### config.mk
export PLATFORM = sky130hd
export DESIGN_NAME = gemm_sequencer_flat
export DESIGN_NICKNAME = d
export VERILOG_FILES = /design/src/rtl/datapath_pkg.sv /design/src/rtl/gemm_sequencer_if.sv /design/src/rtl/gemm_sequencer.sv /design/src/flat_wrapper.sv
export SDC_FILE = /design/constraint.sdc
export NUM_CORES = 1
export LEC_CHECK = 0
export BUFFER_PORTS_ARGS = -buffer_cell sky130_fd_sc_hd__buf_2
export CORE_UTILIZATION = 52
export DETAILED_ROUTE_END_ITERATION = 10
export PLACE_DENSITY = 0.95
export SYNTH_ARGS = -nofsm -noshare
export SYNTH_HDL_FRONTEND = slang
export SYNTH_SLANG_ARGS = --single-unit
### constraint.sdc
create_clock -name CLK -period 3.1 [get_ports CLK]
set_clock_uncertainty 0.05 [all_clocks]
set_input_delay 0 -clock CLK [delete_from_list [all_inputs] [get_ports CLK]]
set_output_delay 0 -clock CLK [all_outputs]
set_load 0.005 [all_outputs]
### src/rtl/datapath_pkg.sv
// Shared datapath types for the GEMM sequencer: matrix ids, op descriptor and
// sequencer state encoding.
package datapath_pkg;

    localparam int unsigned MAT_DIM  = 4;
    localparam int unsigned ROW_W    = $clog2(MAT_DIM);
    localparam int unsigned MAT_BITS = 4;
    // Writeback counter has to hold MAT_DIM itself (saturation value).
    localparam int unsigned WB_CNT_W = $clog2(MAT_DIM + 1);

    typedef logic [MAT_BITS-1:0] matbits_t;

    typedef struct packed {
        matbits_t rd;
        matbits_t rs3;
        matbits_t rs2;
        matbits_t rs1;
    } fu_gemm_t;

    typedef enum logic [1:0] {
        SEQ_IDLE   = 2'd0,
        SEQ_LOAD_W = 2'd1,
        SEQ_LOAD_X = 2'd2,
        SEQ_DRAIN  = 2'd3
    } seq_state_t;

endpackage

### src/rtl/gemm_sequencer_if.sv
// Bundle of op handshake, matrix-register-file read, systolic-array and
// writeback signals around the GEMM sequencer.
interface gemm_sequencer_if;
    import datapath_pkg::*;

    logic                 gemm_valid;
    logic                 new_weight;
    fu_gemm_t             gemm_matrix_num;
    logic                 gemm_ready;
    logic                 sa_ready;
    logic                 sa_out_valid;
    logic                 mrf_ren_a;
    matbits_t             mrf_sel_a;
    logic                 mrf_ren_b;
    matbits_t             mrf_sel_b;
    logic [ROW_W-1:0]     mrf_row;
    logic                 sa_wload;
    logic                 sa_xload;
    logic                 wb_en;
    matbits_t             wb_sel;
    logic [ROW_W-1:0]     wb_row;
    logic                 done;

    // Sequencer side: receives ops and array status, drives reads and writeback.
    modport slave (
        input  gemm_valid, new_weight, gemm_matrix_num, sa_ready, sa_out_valid,
        output gemm_ready, mrf_ren_a, mrf_sel_a, mrf_ren_b, mrf_sel_b, mrf_row,
               sa_wload, sa_xload, wb_en, wb_sel, wb_row, done
    );

    modport master (
        output gemm_valid, new_weight, gemm_matrix_num, sa_ready, sa_out_valid,
        input  gemm_ready, mrf_ren_a, mrf_sel_a, mrf_ren_b, mrf_sel_b, mrf_row,
               sa_wload, sa_xload, wb_en, wb_sel, wb_row, done
    );

endinterface

### src/rtl/gemm_sequencer.sv
// Sequences one GEMM op: optional weight load, input/psum streaming, and
// collection of MAT_DIM result rows into the destination matrix.
module gemm_sequencer
    import datapath_pkg::*;
(
    input  logic              CLK,
    input  logic              nRST,
    gemm_sequencer_if.slave   bus
);

    seq_state_t             state_q, state_d;
    logic [ROW_W-1:0]       row_q, row_d;
    logic [WB_CNT_W-1:0]    wb_cnt_q, wb_cnt_d;
    fu_gemm_t               op_q, op_d;
    logic                   done_q, done_d;
    logic                   wb_take;
    logic                   row_last;

    always_ff @(posedge CLK) begin
        if (!nRST) begin
            state_q  <= SEQ_IDLE;
            row_q    <= '0;
            wb_cnt_q <= '0;
            op_q     <= '0;
            done_q   <= 1'b0;
        end else begin
            state_q  <= state_d;
            row_q    <= row_d;
            wb_cnt_q <= wb_cnt_d;
            op_q     <= op_d;
            done_q   <= done_d;
        end
    end

    assign row_last = (row_q == ROW_W'(MAT_DIM - 1));

    // Next-state and output decode; outputs are pure functions of state and array status.
    always_comb begin
        state_d            = state_q;
        row_d              = row_q;
        wb_cnt_d           = wb_cnt_q;
        op_d               = op_q;
        done_d             = 1'b0;
        wb_take            = 1'b0;
        bus.gemm_ready     = 1'b0;
        bus.mrf_ren_a      = 1'b0;
        bus.mrf_sel_a      = '0;
        bus.mrf_ren_b      = 1'b0;
        bus.mrf_sel_b      = '0;
        bus.mrf_row        = '0;
        bus.sa_wload       = 1'b0;
        bus.sa_xload       = 1'b0;
        bus.wb_en          = 1'b0;
        bus.wb_sel         = '0;
        bus.wb_row         = '0;
        bus.done           = done_q;

        // Results are only meaningful once inputs stream; extras past MAT_DIM are dropped.
        if ((state_q == SEQ_LOAD_X || state_q == SEQ_DRAIN) && bus.sa_out_valid
            && (wb_cnt_q < WB_CNT_W'(MAT_DIM))) begin
            wb_take    = 1'b1;
            bus.wb_en  = 1'b1;
            bus.wb_sel = op_q.rd;
            bus.wb_row = wb_cnt_q[ROW_W-1:0];
            wb_cnt_d   = wb_cnt_q + WB_CNT_W'(1);
        end

        case (state_q)
            SEQ_IDLE: begin
                bus.gemm_ready = 1'b1;
                if (bus.gemm_valid) begin
                    op_d     = bus.gemm_matrix_num;
                    row_d    = '0;
                    wb_cnt_d = '0;
                    state_d  = bus.new_weight ? SEQ_LOAD_W : SEQ_LOAD_X;
                end
            end
            SEQ_LOAD_W: begin
                bus.mrf_ren_a = 1'b1;
                bus.sa_wload  = 1'b1;
                bus.mrf_sel_a = op_q.rs2;
                bus.mrf_row   = row_q;
                if (bus.sa_ready) begin
                    if (row_last) begin
                        row_d   = '0;
                        state_d = SEQ_LOAD_X;
                    end else begin
                        row_d = row_q + ROW_W'(1);
                    end
                end
            end
            SEQ_LOAD_X: begin
                bus.mrf_ren_a = 1'b1;
                bus.mrf_ren_b = 1'b1;
                bus.sa_xload  = 1'b1;
                bus.mrf_sel_a = op_q.rs1;
                bus.mrf_sel_b = op_q.rs3;
                bus.mrf_row   = row_q;
                if (bus.sa_ready) begin
                    if (row_last) begin
                        row_d   = '0;
                        state_d = SEQ_DRAIN;
                    end else begin
                        row_d = row_q + ROW_W'(1);
                    end
                end
            end
            SEQ_DRAIN: begin
                // Covers both the last result arriving now and all results already in.
                if ((wb_take && wb_cnt_q == WB_CNT_W'(MAT_DIM - 1))
                    || (wb_cnt_q == WB_CNT_W'(MAT_DIM))) begin
                    state_d = SEQ_IDLE;
                    done_d  = 1'b1;
                end
            end
            default: state_d = SEQ_IDLE;
        endcase
    end

endmodule

### src/flat_wrapper.sv
// flat-port wrapper written by rule: the top's interface ports become plain ports
module gemm_sequencer_flat import datapath_pkg::*;
  (CLK, nRST, bus_gemm_valid, bus_new_weight, bus_gemm_matrix_num, bus_sa_ready, bus_sa_out_valid, bus_gemm_ready, bus_mrf_ren_a, bus_mrf_sel_a, bus_mrf_ren_b, bus_mrf_sel_b, bus_mrf_row, bus_sa_wload, bus_sa_xload, bus_wb_en, bus_wb_sel, bus_wb_row, bus_done);
  gemm_sequencer_if bus_i ();
  input  logic CLK;
  input  logic nRST;
  input wire logic [$bits(bus_i.gemm_valid)-1:0] bus_gemm_valid;
  input wire logic [$bits(bus_i.new_weight)-1:0] bus_new_weight;
  input wire logic [$bits(bus_i.gemm_matrix_num)-1:0] bus_gemm_matrix_num;
  input wire logic [$bits(bus_i.sa_ready)-1:0] bus_sa_ready;
  input wire logic [$bits(bus_i.sa_out_valid)-1:0] bus_sa_out_valid;
  output wire logic [$bits(bus_i.gemm_ready)-1:0] bus_gemm_ready;
  output wire logic [$bits(bus_i.mrf_ren_a)-1:0] bus_mrf_ren_a;
  output wire logic [$bits(bus_i.mrf_sel_a)-1:0] bus_mrf_sel_a;
  output wire logic [$bits(bus_i.mrf_ren_b)-1:0] bus_mrf_ren_b;
  output wire logic [$bits(bus_i.mrf_sel_b)-1:0] bus_mrf_sel_b;
  output wire logic [$bits(bus_i.mrf_row)-1:0] bus_mrf_row;
  output wire logic [$bits(bus_i.sa_wload)-1:0] bus_sa_wload;
  output wire logic [$bits(bus_i.sa_xload)-1:0] bus_sa_xload;
  output wire logic [$bits(bus_i.wb_en)-1:0] bus_wb_en;
  output wire logic [$bits(bus_i.wb_sel)-1:0] bus_wb_sel;
  output wire logic [$bits(bus_i.wb_row)-1:0] bus_wb_row;
  output wire logic [$bits(bus_i.done)-1:0] bus_done;
  assign bus_i.gemm_valid = bus_gemm_valid;
  assign bus_i.new_weight = bus_new_weight;
  assign bus_i.gemm_matrix_num = bus_gemm_matrix_num;
  assign bus_i.sa_ready = bus_sa_ready;
  assign bus_i.sa_out_valid = bus_sa_out_valid;
  assign bus_gemm_ready = bus_i.gemm_ready;
  assign bus_mrf_ren_a = bus_i.mrf_ren_a;
  assign bus_mrf_sel_a = bus_i.mrf_sel_a;
  assign bus_mrf_ren_b = bus_i.mrf_ren_b;
  assign bus_mrf_sel_b = bus_i.mrf_sel_b;
  assign bus_mrf_row = bus_i.mrf_row;
  assign bus_sa_wload = bus_i.sa_wload;
  assign bus_sa_xload = bus_i.sa_xload;
  assign bus_wb_en = bus_i.wb_en;
  assign bus_wb_sel = bus_i.wb_sel;
  assign bus_wb_row = bus_i.wb_row;
  assign bus_done = bus_i.done;
  gemm_sequencer u_core (.CLK(CLK), .nRST(nRST), .bus(bus_i));
endmodule
==> out/results.ini <==
[run_status]
status=finished clean

[yosys]
synth_top_cell_by_area=dfxtp_1
synth_nets=182
syn_area_um2=1209
synthCells=151
syn_avg_cell_area_um2=8.004
seq_area_frac_synth=0.3975
yosysTopAreaCellShare=0.3975
synth_seq_cells=24
synth_ff_type=dfxtp_1
yosys-top-cells-area=dfxtp_1 (40%), nand2_1 (12%), ha_1 (9.3%), a21oi_1 (7.9%), nor2b_1 (3.1%)
yosysWarningCount=0
async_flop_share=0
synth_edf_count=0
yosys.cell_types.count=31

[clock_network]
cts-root-buf=clkbuf_4
path_clk_slew_ns=0.12
cts_buffers=3
clock_sinks=24
h-tree-depth=1
clock_latency_ns=0.32
clockBufferDepth=2
cts_resized=0
cts_tree=yes

[pwr]
p_switching_mw=0.3624
ir_drop_uv=352.8
intPower_mw=0.5925
p_leak_nw=0.7704
power_frac_clock=0.142
power_frac_seq=0.424
p_sw_frac=0.3795
comb_power_share=0.434
power.density_nw_per_um2=583.9

[cells_and_area]
nFillCells=156
area_growth_pct=35.30
diodes=0
drive_gt1_frac=0.2392
fin_nets=242

[critical_path]
crit_type=reg -> reg
startpoint=u_core.state_q[1]
critPathLaunchType=flip-flop
critPathMaxFanout=11
cp-end-kind=flip-flop
cp_cell_sequence=inv_1, ha_1, or3b_1, or4_1, a21oi_1
worst-endpoint-arrival_ns=2.15
cp.required_ns=3.30
crit_path_max_incr_delay_ns=0.43
slowest_stage=ha_1
r2r-start=u_core.state_q[1]

[grt]
grt_max_degree=22
grt_pass1_wl_um=4933
grt_pass1_vias=1189
grt_overflow_total=0
track_usage=0.2622
antenna_found_initial=0

[timing]
post-route-period-util=0.6293
finalSetupViolCount=0
slew_headroom=0.5726
fin_crit_ns=1.951
fmax_ghz=0.5126
fin_ws_ns=1.149
rsz0062_at_grt=no
drv_slew=0
tightest_slew_ns=0.6403
finalHoldViolCount=0
final.setup.tns_ns=0

[floorplan]
dieHeight_um=50.21
io_pins=45
initial_utilization=0.5517
dieWidth_um=50.21
rows=17
die_area_um2=2521
core_um2=2191

[detailed_routing]
ant_nets=0
wl_um=3012
drt_iter0_drc=42
post_drt_wl_per_cell_um=12.71
dr_total_vias=1262
dr.pass1.iters=4
route.detailed.drc=0
viasPerCell=5.325

[hold_path]
min_from=bus_sa_ready
hp-class=in -> reg

[placement]
portBuffers=44
dpl_worst_slack_ns=1.186
gp_congestion=0.7977
hpwl_um=1997

[run]
drv_cap=0

cells in the final DEF, fill, tap and decap left out, drive strengths merged, types with 3 or more instances in the layout:
cell         count
inv              6
a22oi            4
and3             5
dfxtp           24
dlygate4sd3     18
ha               9
a21oi           19
nand2           39
nor2b            7
and2             7
clkbuf           3
buf             44
path summary, 6_finish.rpt:
path,endpoint,cells past startpoint,slack [ns]
max,u_core.row_q[0],5,1.15
min,u_core.row_q[0],4,0.09
max reg2reg,u_core.row_q[0],5,1.15
min reg2reg,u_core.op_q[8],2,0.41
layer usage:
layer | vias to the layer above | wire [um] | track usage
met1 | 583 | 1236 | 0.3015
li1 | 627 | - | -
met5 | - | 0 | 0
met2 | 48 | 1584 | 0.4689
met4 | 0 | 36 | 0.1333
met3 | 4 | 156 | 0.03333
worst max-delay path: cells and delay by family (launching register included):
| kind | cells | cell delay (ns) |
|---|---|---|
| simple gates | 2 | 0.76 |
| fa+ha+maj | 1 | 0.43 |
| flops | 1 | 0.41 |
| compound gates | 1 | 0.13 |
| buf+inv | 1 | 0.10 |
final cells by class:
type                       instances  area, um2  area share
tap                               28      35.03     0.02142
multi-input combinational        114      674.4      0.4124
timing repair buffer              62      400.4      0.2448
inverter                           6      22.52     0.01377
sequential                        24      480.5      0.2938
clock buffer                       3      22.52     0.01377
cells in the mapped netlist (all sizes together) (4+ instances only):
library cell / count
and2: 7
nor2b: 7
ha: 9
a22oi: 4
a21oi: 19
nand2: 39
inv: 6
dfxtp: 24
clkbuf: 5
and3: 5
cell families after synthesis:
kind of cell	Yosys count	share of synthesized area
AOI/OAI and AO/OA	32	0.1605
adders and majority gates	9	0.09317
buffers and inverters	13	0.04451
DFF	24	0.3975
muxes	2	0.01656
and+or+nand+nor	71	0.2878
state kept, by name, indices dropped and copies added, names as in the netlist:
signal and flops:
u_core.state_q 2, u_core.wb_cnt_q 3, u_core.bus.done 1, u_core.row_q 2, u_core.op_q 16
stage by stage:
stage	util	hold slack, ns	power [mW]	cells	instance area [um2]
2_1_floorplan	-	0.07512	0.6906	151	1209
3_3_place_gp	0.6539	0.1918	0.7768	216	1433
3_5_place_dp	0.6539	0.1951	0.8008	216	1433
4_1_cts	0.7464	0.08308	0.9498	237	1635
5_1_grt	0.7464	0.1163	1.025	237	1635
6_report	0.7464	0.09021	0.9549	237	1635
power by group through the flow:
stage / registers, mW / clock network (mW) / logic [mW]
3_3_place_gp: 0.403 / 0 / 0.373
2_1_floorplan: 0.399 / 0 / 0.291
5_1_grt: 0.411 / 0.151 / 0.463
4_1_cts: 0.403 / 0.138 / 0.409
3_5_place_dp: 0.411 / 0 / 0.390
6_report: 0.405 / 0.135 / 0.415
timing repair:
action / in CTS / in global routing
hold buffers: 18 / 0
buffers inserted: 0 / 0
endpoints found under the hold margin: 20 / 0
Power figures use the tool's default switching activity.
